[src/rtl/ksa_swap.sv]
// RC4 key-scheduling stage: permutes the 256-byte S table in place using the secret key.
// Each of the 256 iterations spends 8 clocks on the single-port s_memory (read S[i], read S[j], swap).
module ksa_swap #(
    parameter int unsigned KEY_LENGTH = 3
) (
    input  logic                    clk,
    input  logic                    reset,
    input  logic                    start,
    input  logic [8*KEY_LENGTH-1:0] secret_key,
    output logic [7:0]              address,
    output logic [7:0]              data,
    output logic                    written_enable,
    input  logic [7:0]              q,
    output logic                    finish
);

    localparam int unsigned KW = (KEY_LENGTH > 1) ? $clog2(KEY_LENGTH) : 1;

    typedef enum logic [3:0] {
        StIdle, StReadI, StWaitI, StCalcJ, StReadJ, StWaitJ, StLatchJ, StWriteI, StWriteJ, StDone
    } state_e;

    state_e          state_q, state_d;
    logic [7:0]      i_q, i_d, j_q, j_d, si_q, si_d, sj_q, sj_d;
    logic [KW-1:0]   k_q, k_d;
    logic [7:0]      key_byte;

    // Byte 0 is the most significant byte of secret_key.
    always_comb begin
        key_byte = 8'h00;
        for (int b = 0; b < int'(KEY_LENGTH); b++) begin
            if (k_q == KW'(b)) key_byte = secret_key[8*(int'(KEY_LENGTH)-b)-1 -: 8];
        end
    end

    always_ff @(posedge clk) begin
        if (!reset) begin
            state_q <= StIdle;
            i_q     <= 8'h00;
            j_q     <= 8'h00;
            si_q    <= 8'h00;
            sj_q    <= 8'h00;
            k_q     <= '0;
        end else begin
            state_q <= state_d;
            i_q     <= i_d;
            j_q     <= j_d;
            si_q    <= si_d;
            sj_q    <= sj_d;
            k_q     <= k_d;
        end
    end

    always_comb begin
        state_d = state_q;
        i_d     = i_q;
        j_d     = j_q;
        si_d    = si_q;
        sj_d    = sj_q;
        k_d     = k_q;
        unique case (state_q)
            StIdle, StDone: begin
                if (start) begin
                    i_d     = 8'h00;
                    j_d     = 8'h00;
                    k_d     = '0;
                    state_d = StReadI;
                end
            end
            StReadI:  state_d = StWaitI;
            StWaitI:  state_d = StCalcJ;
            StCalcJ: begin
                si_d    = q;
                j_d     = j_q + q + key_byte;
                state_d = StReadJ;
            end
            StReadJ:  state_d = StWaitJ;
            StWaitJ:  state_d = StLatchJ;
            StLatchJ: begin
                sj_d    = q;
                state_d = StWriteI;
            end
            StWriteI: state_d = StWriteJ;
            StWriteJ: begin
                if (i_q == 8'hFF) begin
                    state_d = StDone;
                end else begin
                    i_d     = i_q + 8'd1;
                    k_d     = (k_q == KW'(KEY_LENGTH - 1)) ? '0 : k_q + 1'b1;
                    state_d = StReadI;
                end
            end
            default:  state_d = StIdle;
        endcase
    end

    always_comb begin
        address        = 8'h00;
        data           = 8'h00;
        written_enable = 1'b0;
        finish         = 1'b0;
        unique case (state_q)
            StReadI, StWaitI:          address = i_q;
            StReadJ, StWaitJ:          address = j_q;
            StWriteI: begin
                address        = i_q;
                data           = sj_q;
                written_enable = 1'b1;
            end
            StWriteJ: begin
                address        = j_q;
                data           = si_q;
                written_enable = 1'b1;
            end
            StDone:                    finish = 1'b1;
            default: ;
        endcase
    end

endmodule

[config.mk]
export PLATFORM = sky130hd
export DESIGN_NAME = ksa_swap
export DESIGN_NICKNAME = d
export VERILOG_FILES = /design/src/rtl/ksa_swap.sv
export SDC_FILE = /design/constraint.sdc
export NUM_CORES = 1
export LEC_CHECK = 0
export ABC_AREA = 0
export CAP_MARGIN = 30
export CORE_ASPECT_RATIO = 0.6
export CORE_MARGIN = 5
export CORE_UTILIZATION = 45
export DETAILED_ROUTE_END_ITERATION = 7
export GPL_ROUTABILITY_DRIVEN = 0
export HOLD_SLACK_MARGIN = 0.06
export PLACE_DENSITY_LB_ADDON = 0.2
export SLEW_MARGIN = 30
export SYNTH_ARGS = -nofsm -noshare
export SYNTH_HDL_FRONTEND = slang
export SYNTH_SLANG_ARGS = --single-unit
[constraint.sdc]
create_clock -name clk -period 3.7 [get_ports clk]
set_input_delay 0.555 -clock clk [delete_from_list [all_inputs] [get_ports clk]]
set_output_delay 0.555 -clock clk [all_outputs]
set_load 0.01 [all_outputs]
==> results of run 1 <==
## synth_stat cells, types with 8 or more instances
cell       n
a21boi_0   9
a21oi_1   15
a22o_1     8
a22oi_1   13
clkbuf_1   8
dfxtp_1   38
fa_1       8
mux2i_1   16
nand2_1   41
nor2_1    20
nor2b_1   25
o21ai_0   17
xnor2_1   12
## worst max-delay path by stage
stage,start,to,slack (ns)
after CTS,state_q[2],address[1],0.46
after floorplan,k_q[1],j_q[7],0.85
after global routing,state_q[2],address[1],0.27
after detailed placement,secret_key[17],j_q[7],0.48
after global placement,secret_key[1],j_q[7],0.61
final,state_q[2],address[1],0.44
## layout make-up
class,count,area [um^2]
flip-flops and latches,38,761
clock inverters,1,30.0
inverters,7,26.3
well taps,69,86.3
multi-input cells,240,1650
repair buffers,56,551
fillers,529,2310
clock buffers,7,76.3
## state kept, by name, summed over array words and instances (netlist names)
| signal | cells |
|---|---|
| k_q | 2 |
| j_q | 8 |
| i_q | 8 |
| state_q | 4 |
| si_q | 8 |
| sj_q | 8 |
## routing by layer
| metal | part of all wire [%] | routed length [um] |
|---|---|---|
| met4 | 0.54 | 36 |
| met2 | 43 | 2860 |
| met5 | 0 | 0 |
| met3 | 6.5 | 439 |
| met1 | 50 | 3370 |
## through the flow
stage | utilization, % | power (W) | worst slack (ns) | cell area, um^2
after floorplan | - | 0.000567 | 0.846 | 2520
after global placement | 55.9 | 0.000635 | 0.614 | 3070
after detailed placement | 55.9 | 0.000639 | 0.482 | 3070
after CTS | 57.9 | 0.000991 | 0.458 | 3180
after global routing | 57.9 | 0.00103 | 0.267 | 3180
final | 57.9 | 0.000982 | 0.440 | 3180
## placed cells by master, fill, tap and decap left out, drive strengths merged, types with 3 or more instances in the layout
| cell type | count |
|---|---|
| a22oi | 13 |
| ha | 7 |
| dfxtp | 38 |
| nand3 | 6 |
| nand2 | 41 |
| nor2 | 21 |
| xnor2 | 12 |
| nor3 | 6 |
| inv | 7 |
| a211oi | 3 |
| a21oi | 15 |
| clkbuf | 7 |
| nor2b | 25 |
| clkdlybuf4s50 | 52 |
| buf | 4 |
| mux2i | 16 |
| o21ai | 18 |
| a21boi | 10 |
| a22o | 8 |
| and3 | 4 |
| fa | 8 |
| nand3b | 3 |
## tightest hold or removal path: stages (launching register included)
cell	delay (ns)
dfxtp_1	0.31
nand2_1	0.05
a21boi_0	0.06
## kinds of logic (layout without fill, tap and decap cells)
family / count (synthesis) / count (layout) / share of synthesized area, %
flip-flops: 38 / 38 / 30.2
multiplexers: 16 / 16 / 6.36
buffers and inverters: 25 / 71 / 4.32
XOR/XNOR: 14 / 14 / 4.87
AO/OA/AOI/OAI: 77 / 77 / 20.6
AND/OR/NAND/NOR: 118 / 118 / 23.8
adder cells (fa/ha/maj): 15 / 15 / 9.84
## power breakdown
part / internal [W] / total (W) / switching (W)
clock network: 0.000202 / 0.000350 / 0.000148
logic: 0.0000954 / 0.000194 / 0.0000983
registers: 0.000418 / 0.000439 / 0.0000207
==> key figures, run 1 <==
Critical path
  – R2R Path End: j_q[7]
  – CP Cell Sequence: nor2b_1 > nand3b_1 > o21ai_0 > a22oi_1 > o21ai_0 > clkdlybuf4s50_1
  – Critical path class: flop to output pin
  – CP max stage delay: 0.72 ns
  – Critical Path End Type: output pin
  – CP Buf/Inv Count: 1
  – Worst flop-to-flop path startpoint: k_q[1]
  – Worst endpoint data arrival time: 2.71 ns
  – Top cell by count, worst path: o21ai_0
  – Crit-path slowest cell: dfxtp_1
  – Startpoint types: flop
  – R2r worst-path depth: 12
  – Crit path max fanout: 17
  – Delay-heaviest family, CP: flip-flops
  – Crit path required time: 3.14 ns
  – Critical Path Stages: 6
  – Setup slack, reg-to-reg: 0.71 ns

Floorplanning
  – Die Span Y: 67.9 um
  – Die W: 107 um
  – Rows: 21
  – Core area: 0.00549 mm^2
  – Starting Density: 45.8%
  – DIE AREA: 0.00724 mm^2
  – Ports: 53

CTS
  – TritonCTS clock tree: built
  – Post-CTS Setup Inserts: 0
  – Num CTS Buffers: 5
  – Skew-Pair Late Insertion Delay: 0.29 ns
  – H-tree levels: 2
  – Clock transition at path regs: 0.08 ns
  – TritonCTS Sinks: 38
  – Max clock buf depth: 2
  – Post-CTS Hold Buffers: 0
  – Resize count post-CTS: 0
  – Root Buffer: clkbuf_8

Global routing
  – Tot GR Track Use: 19.3%
  – Largest net degree at the start of global routing: 21
  – Most Used Layer, Global Route: met2
  – Met2 usage: 29.8%
  – Initial antenna violation count: 0
  – Met3 Use GR: 4.43%
  – First-pass GRT wire length: 10900 um
  – Gr ovfl total: 0
  – Vias in the first global route: 2131
  – Met1 usage: 27.7%

Yosys
  – Ys flop type: dfxtp_1
  – Seq cells post-synth: 38
  – Post-synth cell types: 43
  – Cells after Synth: 303
  – Largest cells by area after synthesis: dfxtp_1 30%, fa_1 6.4%, mux2i_1 6.4%
  – EDFF count, synth: 0
  – Syn. warnings: 0
  – Net Count, Synth: 353
  – Synth area leader: dfxtp_1
  – Synth Cell Area: 0.00252 mm^2
  – Sequential-to-total area share from yosys stat: 30.2%
  – Post-synth ARST share: 0%
  – Post-Syn Area per Cell: 8.31 um^2
  – Top cell type's share of synthesized area: 30.2%

Timing
  – Layout Skew: 0.0112 ns
  – Final min period: 3.26 ns
  – Setup TNS: 0 ns
  – Hold Fails Final Rpt: 0
  – Worst hold slack: 0.469 ns
  – FMAX: 307 MHz
  – Worst slew pin tran: 0.673 ns
  – Setup-failing EPs final: 0
  – Unrepaired setup endpoints after global routing: false
  – Pins Over Slew Limit: 0
  – Period utilization: 88.1%
  – Slew headroom: 55.1%

Worst hold path
  – Hold path cells: 2
  – Worst min path class: flop to flop
  – Hold_sp: si_q[2]
  – Hold Path End: si_q[2]

Job
  – Max-cap viol count: 0

Finish
  – Share of layout cells above drive strength 1: 4.30%
  – Finished Layout Cells: 418
  – Area Overhead vs Synth: 26.2%
  – Final nets: 398
  – Antenna cells: 0

Drt
  – Post-DRT Antenna Nets: 0
  – Number of remaining DRC errors: 0
  – Vias after detailed routing: 2332
  – Vias per cell: 5.58
  – Drt first pass iters: 5
  – Iteration-0 DRC Markers: 185
  – Total wire length: 6710 um
  – Wire per inst: 16.1 um

Placement
  – Port Buf Inserts: 52
  – Detail Placement HPWL: 5150 um
  – Dpl cells: 410

Power
  – Power per cell area: 309 mW/mm^2
  – Pleak: 1.10 nW
  – Peak VDD IR: 0.000236 V

Outcome
  – Status: finished clean
No activity file was read; power rests on OpenSTA's default activity.
==> run 2: changes to the inputs <==
- CAP_MARGIN: 30 -> not set
- clock period: 3.7 -> 3.5 ns (I/O delays scaled with it)
==> run 2 against run 1 <==
Sequential power up 4%; cell area up 0.12%; clock power down 10%; sequential share of layout area about the same; non-clock buffer count up 2; core utilization up 0.068 points; combinational power up 9.8%; routed wire length down 1.8%; register-to-register slack worse by 0.16 ns; via count down 2.4%; clock skew down 0.0018 ns; total power up 0.29%.
==> key figures, run 2 (synthesis gave the netlist of run 1 again) <==
Finish
  – Final nets: 400 (+0.50%)
  – Finished Layout Cells: 420 (+0.48%)
  – Fillers: 511 (-3.4%)
  – Area Overhead vs Synth: 26.4%
  – Commonest non-fill, non-tap cell in the layout: clkdlybuf4s50_1
  – Most frequent cells in the layout: 52 x clkdlybuf4s50_1, 41 x nand2_1, 38 x dfxtp_1
  – Register area: 761 um^2 (unchanged)
  – Area occupied by multi-input gates: 0.00165 mm^2 (unchanged)
  – Share of layout cells above drive strength 1: 5.41% (+1.1 points)
  – Final Core Density: 57.9% (+0.068 points)
  – Antenna cells: 0 (unchanged)

CTS
  – Root Buffer: clkbuf_8
  – TritonCTS clock tree: built
  – Post-CTS Hold Buffers: 0 (unchanged)
  – Num CTS Buffers: 5 (unchanged)
  – Skew-Pair Late Insertion Delay: 0.29 ns (about the same)
  – Resize count post-CTS: 0 (unchanged)
  – TritonCTS Sinks: 38 (unchanged)
  – Post-CTS Setup Inserts: 0 (unchanged)
  – Max clock buf depth: 2 (unchanged)
  – H-tree levels: 2 (unchanged)
  – Clock transition at path regs: 0.08 ns (about the same)

Timing
  – FMAX: 333 MHz
  – Unrepaired setup endpoints after global routing: false
  – Final WS setup: 0.493 ns (+0.0528 ns)
  – Slew headroom: 55.8% (+0.70 points)
  – Setup TNS: 0 ns (unchanged)
  – Worst slew pin tran: 0.662 ns (-0.0113 ns)
  – Layout Skew: 0.00943 ns (-0.00181 ns)
  – Hold Fails Final Rpt: 0 (unchanged)
  – Pins Over Slew Limit: 0 (unchanged)
  – Setup-failing EPs final: 0 (unchanged)
  – Period utilization: 85.9%
  – Final min period: 3.01 ns
  – Worst hold slack: 0.468 ns (-0.00122 ns)

Power
  – Flop pwr share: 46.4% (+1.7 points)
  – Clock network power share: 32.0% (-3.6 points)
  – Peak VDD IR: 0.000163 V (-31%)
  – Combinational share of power: 21.6% (+1.9 points)
  – Power per cell area: 310 mW/mm^2 (+0.17%)
  – Int Pwr: 0.000703 W (-1.7%)
  – Pleak: 1.10 nW (+0.49%)
  – Switch share: 28.6% (+1.4 points)
  – P_sw: 0.000282 W (+5.6%)

Floorplanning
  – DIE AREA: 0.00724 mm^2 (unchanged)
  – Die W: 107 um (unchanged)
  – Die Span Y: 67.9 um (unchanged)
  – Core area: 0.00549 mm^2 (unchanged)
  – Rows: 21 (unchanged)
  – Ports: 53 (unchanged)
  – Starting Density: 45.8% (unchanged)

Critical path
  – Critical Path End Type: output pin
  – Setup slack, reg-to-reg: 0.55 ns (-0.16 ns)
  – R2R Path End: j_q[7]
  – Worst flop-to-flop path startpoint: k_q[1]
  – Critical path class: flop to output pin
  – Crit path required time: 2.97 ns (-0.17 ns)
  – R2r worst-path depth: 12 (unchanged)
  – Crit path to: address[4]
  – Startpoint types: flop
  – Crit path max fanout: 15 (-2)
  – Critical Path Source: state_q[0]
  – Worst endpoint data arrival time: 2.48 ns (-0.23 ns)

Global routing
  – Initial antenna violation count: 0 (unchanged)
  – Met1 usage: 27.5% (-0.23 points)
  – Vias in the first global route: 2147 (+0.75%)
  – Met2 usage: 29.3% (-0.47 points)
  – Tot GR Track Use: 19.2% (-0.14 points)
  – Met3 Use GR: 4.71% (+0.28 points)
  – Largest net degree at the start of global routing: 21 (unchanged)
  – Gr ovfl total: 0 (unchanged)
  – Most Used Layer, Global Route: met2
  – First-pass GRT wire length: 10900 um (+0.25%)

Worst hold path
  – Worst min path class: flop to flop
  – Hold path cells: 2 (unchanged)

Job
  – Max-cap viol count: 0 (unchanged)

Placement
  – Port Buf Inserts: 52 (unchanged)
  – Detail Placement HPWL: 5080 um (-1.5%)
  – Setup WS pre-CTS: 0.338 ns (-0.144 ns)
  – Dpl cells: 412 (+0.49%)

Outcome
  – Status: finished clean

Drt
  – Vias per cell: 5.42 (-2.8%)
  – Wire per inst: 15.7 um (-2.2%)
  – Total wire length: 6590 um (-1.8%)
  – Vias after detailed routing: 2277 (-2.4%)
  – Number of remaining DRC errors: 0 (unchanged)
  – Iteration-0 DRC Markers: 141 (-24%)
  – Drt first pass iters: 4 (-1)
  – Post-DRT Antenna Nets: 0 (unchanged)
==> run 2: worst min path at each step <==
stage               startpoint  slack, ns      end
CTS                    si_q[2]       0.47  si_q[2]
finish                 si_q[2]       0.47  si_q[2]
global placement       si_q[0]       0.45  si_q[0]
floorplan              si_q[0]       0.44  si_q[0]
detailed placement     si_q[2]       0.46  si_q[2]
global route           si_q[7]       0.49  si_q[7]
==> run 2: layer usage <==
layer,up-vias,part of all wire (%)
met2,67,42
met5,-,0
met1,1059,52
li1,1149,-
met4,0,0.41
met3,2,6.1
==> run 2: power by group through the flow <==
stage	registers [W]	logic [W]	clock network [W]
after floorplan	0.000459	0.000140	0
after global placement	0.000467	0.000208	0
after detailed placement	0.000467	0.000211	0
after CTS	0.000457	0.000212	0.000324
after global routing	0.000460	0.000235	0.000345
final	0.000457	0.000213	0.000315
==> run 2: stage by stage <==
step	cell area (um^2)	power [W]
after floorplan	2520	0.000599
after global placement	3090	0.000675
after detailed placement	3090	0.000678
after CTS	3180	0.000994
after global routing	3180	0.00104
final	3180	0.000985
==> run 2: layout make-up <==
class / count / area share, %
multi-input cells: 240 / 51.8
flip-flops and latches: 38 / 23.9
repair buffers: 58 / 17.8
well taps: 69 / 2.71
clock buffers: 6 / 2.60
inverters: 7 / 0.826
clock inverters: 2 / 0.393
==> run 2: worst max-delay path, stage by stage, from the launching register on <==
cell and delay, ns:
dfxtp_1 0.69, nor2b_1 0.48, a22oi_1 0.13, nor2_1 0.11, a21oi_1 0.05, o21ai_0 0.17, clkdlybuf4s50_1 0.56
==> run 3: changes to the inputs <==
- ABC_AREA: 0 -> 1
==> run 3 against run 2 <==
Synthesized cell count increased by 17%; hold slack improved by 0.0035 ns; first-iteration DRC count increased by 52%; sequential share of layout area increased by 0.91 points; combinational power increased by 49%; via count increased by 10%; final cell count increased by 13%; count of clock-buffer cells in the layout decreased by 1; register-to-register slack improved by 0.20 ns; routed wire length decreased by 0.80%; core utilization increased by 2.1 points; critical path depth increased by 1; largest power group unchanged.
==> key figures, run 3 <==
Yosys
  – Top cell type's share of synthesized area: 31.8% (+1.6 points)
  – Post-synthesis mux area share: 0% (-6.4 points)
  – Synth Area in Adders: 10.4% (+0.53 points)
  – Synth area leader: dfxtp_1
  – Post-Synth XOR/XNOR Area: 0.733% (-4.1 points)
  – Post-synth ARST share: 0% (unchanged)
  – Simple-gate share of the synthesized area: 32.2% (+8.4 points)
  – Post-Syn Area per Cell: 6.73 um^2 (-19%)
  – Net Count, Synth: 405 (+15%)
  – Cells after Synth: 355 (+17%)
  – Main combinational cell family by area after synthesis: simple AND/OR/NAND/NOR gates
  – EDFF count, synth: 0 (unchanged)
  – Sequential-to-total area share from yosys stat: 31.8% (+1.6 points)
  – Synth Area in Compound Gates: 16.0% (-4.6 points)
  – Synth Cell Area: 0.00239 mm^2 (-5.1%)
  – Synth cell count leaders: 82 x nand2_1, 54 x nor2_1, 42 x inv_1
  – Post-synth cell types: 29 (-33%)
  – Ys flop type: dfxtp_1
  – Seq cells post-synth: 38 (unchanged)
  – Largest cells by area after synthesis: dfxtp_1 32%, nand2_1 13%, nor2_1 8.5%
  – Cell with the most instances after synthesis: nand2_1
  – Syn. warnings: 0 (unchanged)

Placement
  – Area after DPL: 0.00298 mm^2 (-3.4%)
  – Detail Placement HPWL: 5070 um (-0.15%)
  – Dpl cells: 469 (+14%)
  – Port Buf Inserts: 52 (unchanged)

Critical path
  – Crit path max fanout: 17 (+2)
  – Worst flop-to-flop path startpoint: k_q[0]
  – Critical Path End Type: output pin
  – Crit-path slowest cell: clkdlybuf4s50_1
  – Critical path class: flop to output pin
  – Worst endpoint data arrival time: 2.46 ns (-0.02 ns)
  – Setup slack, reg-to-reg: 0.75 ns (+0.20 ns)
  – Crit path required time: 2.97 ns (about the same)
  – R2r worst-path depth: 13 (+1)
  – CP max stage delay: 0.54 ns (-0.15 ns)
  – Delay-heaviest family, CP: buffers and inverters
  – Startpoint types: flop
  – CP Buf/Inv Count: 3 (+2)
  – CP Cell Sequence: inv_1 > nand2_1 > nor3_4 > buf_4 > a21oi_1 > o22ai_1 > clkdlybuf4s50_1
  – R2R Path End: j_q[7]

Timing
  – Worst slew pin tran: 0.594 ns (-0.0682 ns)
  – Layout Skew: 0.00340 ns (-0.00603 ns)
  – Setup-failing EPs final: 0 (unchanged)
  – FMAX: 335 MHz (+0.82%)
  – Period utilization: 85.2% (-0.70 points)
  – Unrepaired setup endpoints after global routing: false
  – Pins Over Slew Limit: 0 (unchanged)
  – Slew headroom: 60.2% (+4.4 points)
  – Hold Fails Final Rpt: 0 (unchanged)
  – Setup TNS: 0 ns (unchanged)
  – Final min period: 2.98 ns (-0.0243 ns)

Finish
  – Commonest non-fill, non-tap cell in the layout: nand2_1
  – Most frequent cells in the layout: 82 x nand2_1, 54 x nor2_1, 52 x clkdlybuf4s50_1
  – Antenna cells: 0 (unchanged)
  – Final Cell Area: 0.00307 mm^2 (-3.7%)
  – Register area: 761 um^2 (unchanged)
  – Final nets: 460 (+15%)
  – Fillers: 478 (-6.5%)
  – Finished Layout Cells: 476 (+13%)
  – Area Overhead vs Synth: 28.3%
  – Share of layout cells above drive strength 1: 5.12% (-0.29 points)
  – Area occupied by multi-input gates: 0.00142 mm^2 (-14%)

Drt
  – Vias per cell: 5.28 (-2.7%)
  – Iteration-0 DRC Markers: 214 (+52%)
  – Total wire length: 6540 um (-0.80%)
  – Vias after detailed routing: 2511 (+10%)
  – Wire per inst: 13.7 um (-12%)
  – Number of remaining DRC errors: 0 (unchanged)
  – Post-DRT Antenna Nets: 0 (unchanged)
  – Drt first pass iters: 5 (+1)

Global routing
  – Largest net degree at the start of global routing: 24 (+14%)
  – Initial antenna violation count: 0 (unchanged)
  – Tot GR Track Use: 20.0% (+0.75 points)
  – Vias in the first global route: 2264 (+5.4%)
  – First-pass GRT wire length: 11000 um (+0.95%)
  – Gr ovfl total: 0 (unchanged)

CTS
  – Skew-Pair Late Insertion Delay: 0.29 ns (about the same)
  – TritonCTS clock tree: built
  – Root Buffer: clkbuf_8
  – TritonCTS Sinks: 38 (unchanged)
  – Resize count post-CTS: 0 (unchanged)
  – Max clock buf depth: 2 (unchanged)
  – Post-CTS Hold Buffers: 0 (unchanged)
  – Post-CTS Setup Inserts: 0 (unchanged)
  – H-tree levels: 2 (unchanged)
  – Clock transition at path regs: 0.07 ns (about the same)
  – Num CTS Buffers: 5 (unchanged)

Power
  – Peak VDD IR: 0.000161 V (-1.6%)
  – Pleak: 1.27 nW (+15%)
  – Power per cell area: 348 mW/mm^2 (+12%)

Outcome
  – Status: finished clean

Worst hold path
  – Hold_sp: j_q[6]
  – Hold Path End: j_q[6]
  – Worst min path class: flop to flop
  – Hold path cells: 2 (unchanged)

Floorplanning
  – Ports: 53 (unchanged)
  – Die W: 104 um (-2.4%)
  – Core area: 0.00510 mm^2 (-7.0%)
  – DIE AREA: 0.00691 mm^2 (-4.5%)
  – Starting Density: 46.8% (+0.95 points)
  – Die Span Y: 66.4 um (-2.2%)
  – Rows: 20 (-4.8%)

Job
  – Max-cap viol count: 0 (unchanged)
[run 3: changes by cell type after synthesis, moves of 16 or more]
| cell | before | now |
|---|---|---|
| inv_1 | 7 | 42 |
| mux2i_1 | 16 | 0 |
| nand2_1 | 41 | 82 |
| nand3_1 | 6 | 24 |
| nor2_1 | 20 | 54 |
| nor2b_1 | 25 | 0 |
[run 3: cells by family (layout without fill, tap and decap cells)]
logic type | Yosys count | after routing
flip-flops | 38 | 38
AO/OA/AOI/OAI | 66 | 66
adder cells (fa/ha/maj) | 15 | 15
AND/OR/NAND/NOR | 180 | 180
buffers and inverters | 54 | 109
XOR/XNOR | 2 | 2
[run 3: final cells by class]
type	count	share of cell area, %
multi-input cells	263	46.4
flip-flops and latches	38	24.8
repair buffers	55	17.7
inverters	47	5.84
well taps	66	2.69
clock buffers	5	2.24
clock inverters	2	0.327
[run 3: report_power, final]
group / leakage [nW] / internal, W / switching (W)
Clock: 0.0438 / 0.000134 / 0.000154
Sequential: 0.308 / 0.000448 / 0.0000146
Combinational: 0.918 / 0.000132 / 0.000185
[run 3: per-layer routing]
layer	vias up	GRT usage [%]	wire length, um
met3	7	6.44	614
met2	112	29.4	2560
met4	0	4.85	65
met5	-	0	0
met1	1122	28.1	3300
li1	1270	-	-
[run 3: worst max path at each step]
stage | end | startpoint | slack [ns] | depth (start not counted)
floorplan | j_q[7] | secret_key[17] | 1.17 | 11
global placement | j_q[7] | secret_key[17] | 0.61 | 13
detailed placement | j_q[7] | secret_key[1] | 0.50 | 12
CTS | address[0] | state_q[0] | 0.55 | 7
global route | address[0] | state_q[0] | 0.34 | 7
finish | address[0] | state_q[0] | 0.52 | 7
[run 3: worst register-to-register path: cells and delay by family, from the launching register on]
kind,cells,cell delay [ns]
fa+ha+maj,2,0.75
simple gates,5,0.72
compound gates,3,0.60
flops,1,0.35
buf+inv,3,0.25
[run 3: metrics by stage]
step	utilization [%]	worst slack [ns]	total power, W	hold slack, ns
CTS	60.0	0.555	0.00107	0.470
finish	60.0	0.517	0.00107	0.471
global route	60.0	0.338	0.00114	0.490
detailed placement	58.4	0.502	0.000785	0.460
floorplan	-	1.17	0.000682	0.444
global placement	58.4	0.606	0.000778	0.457
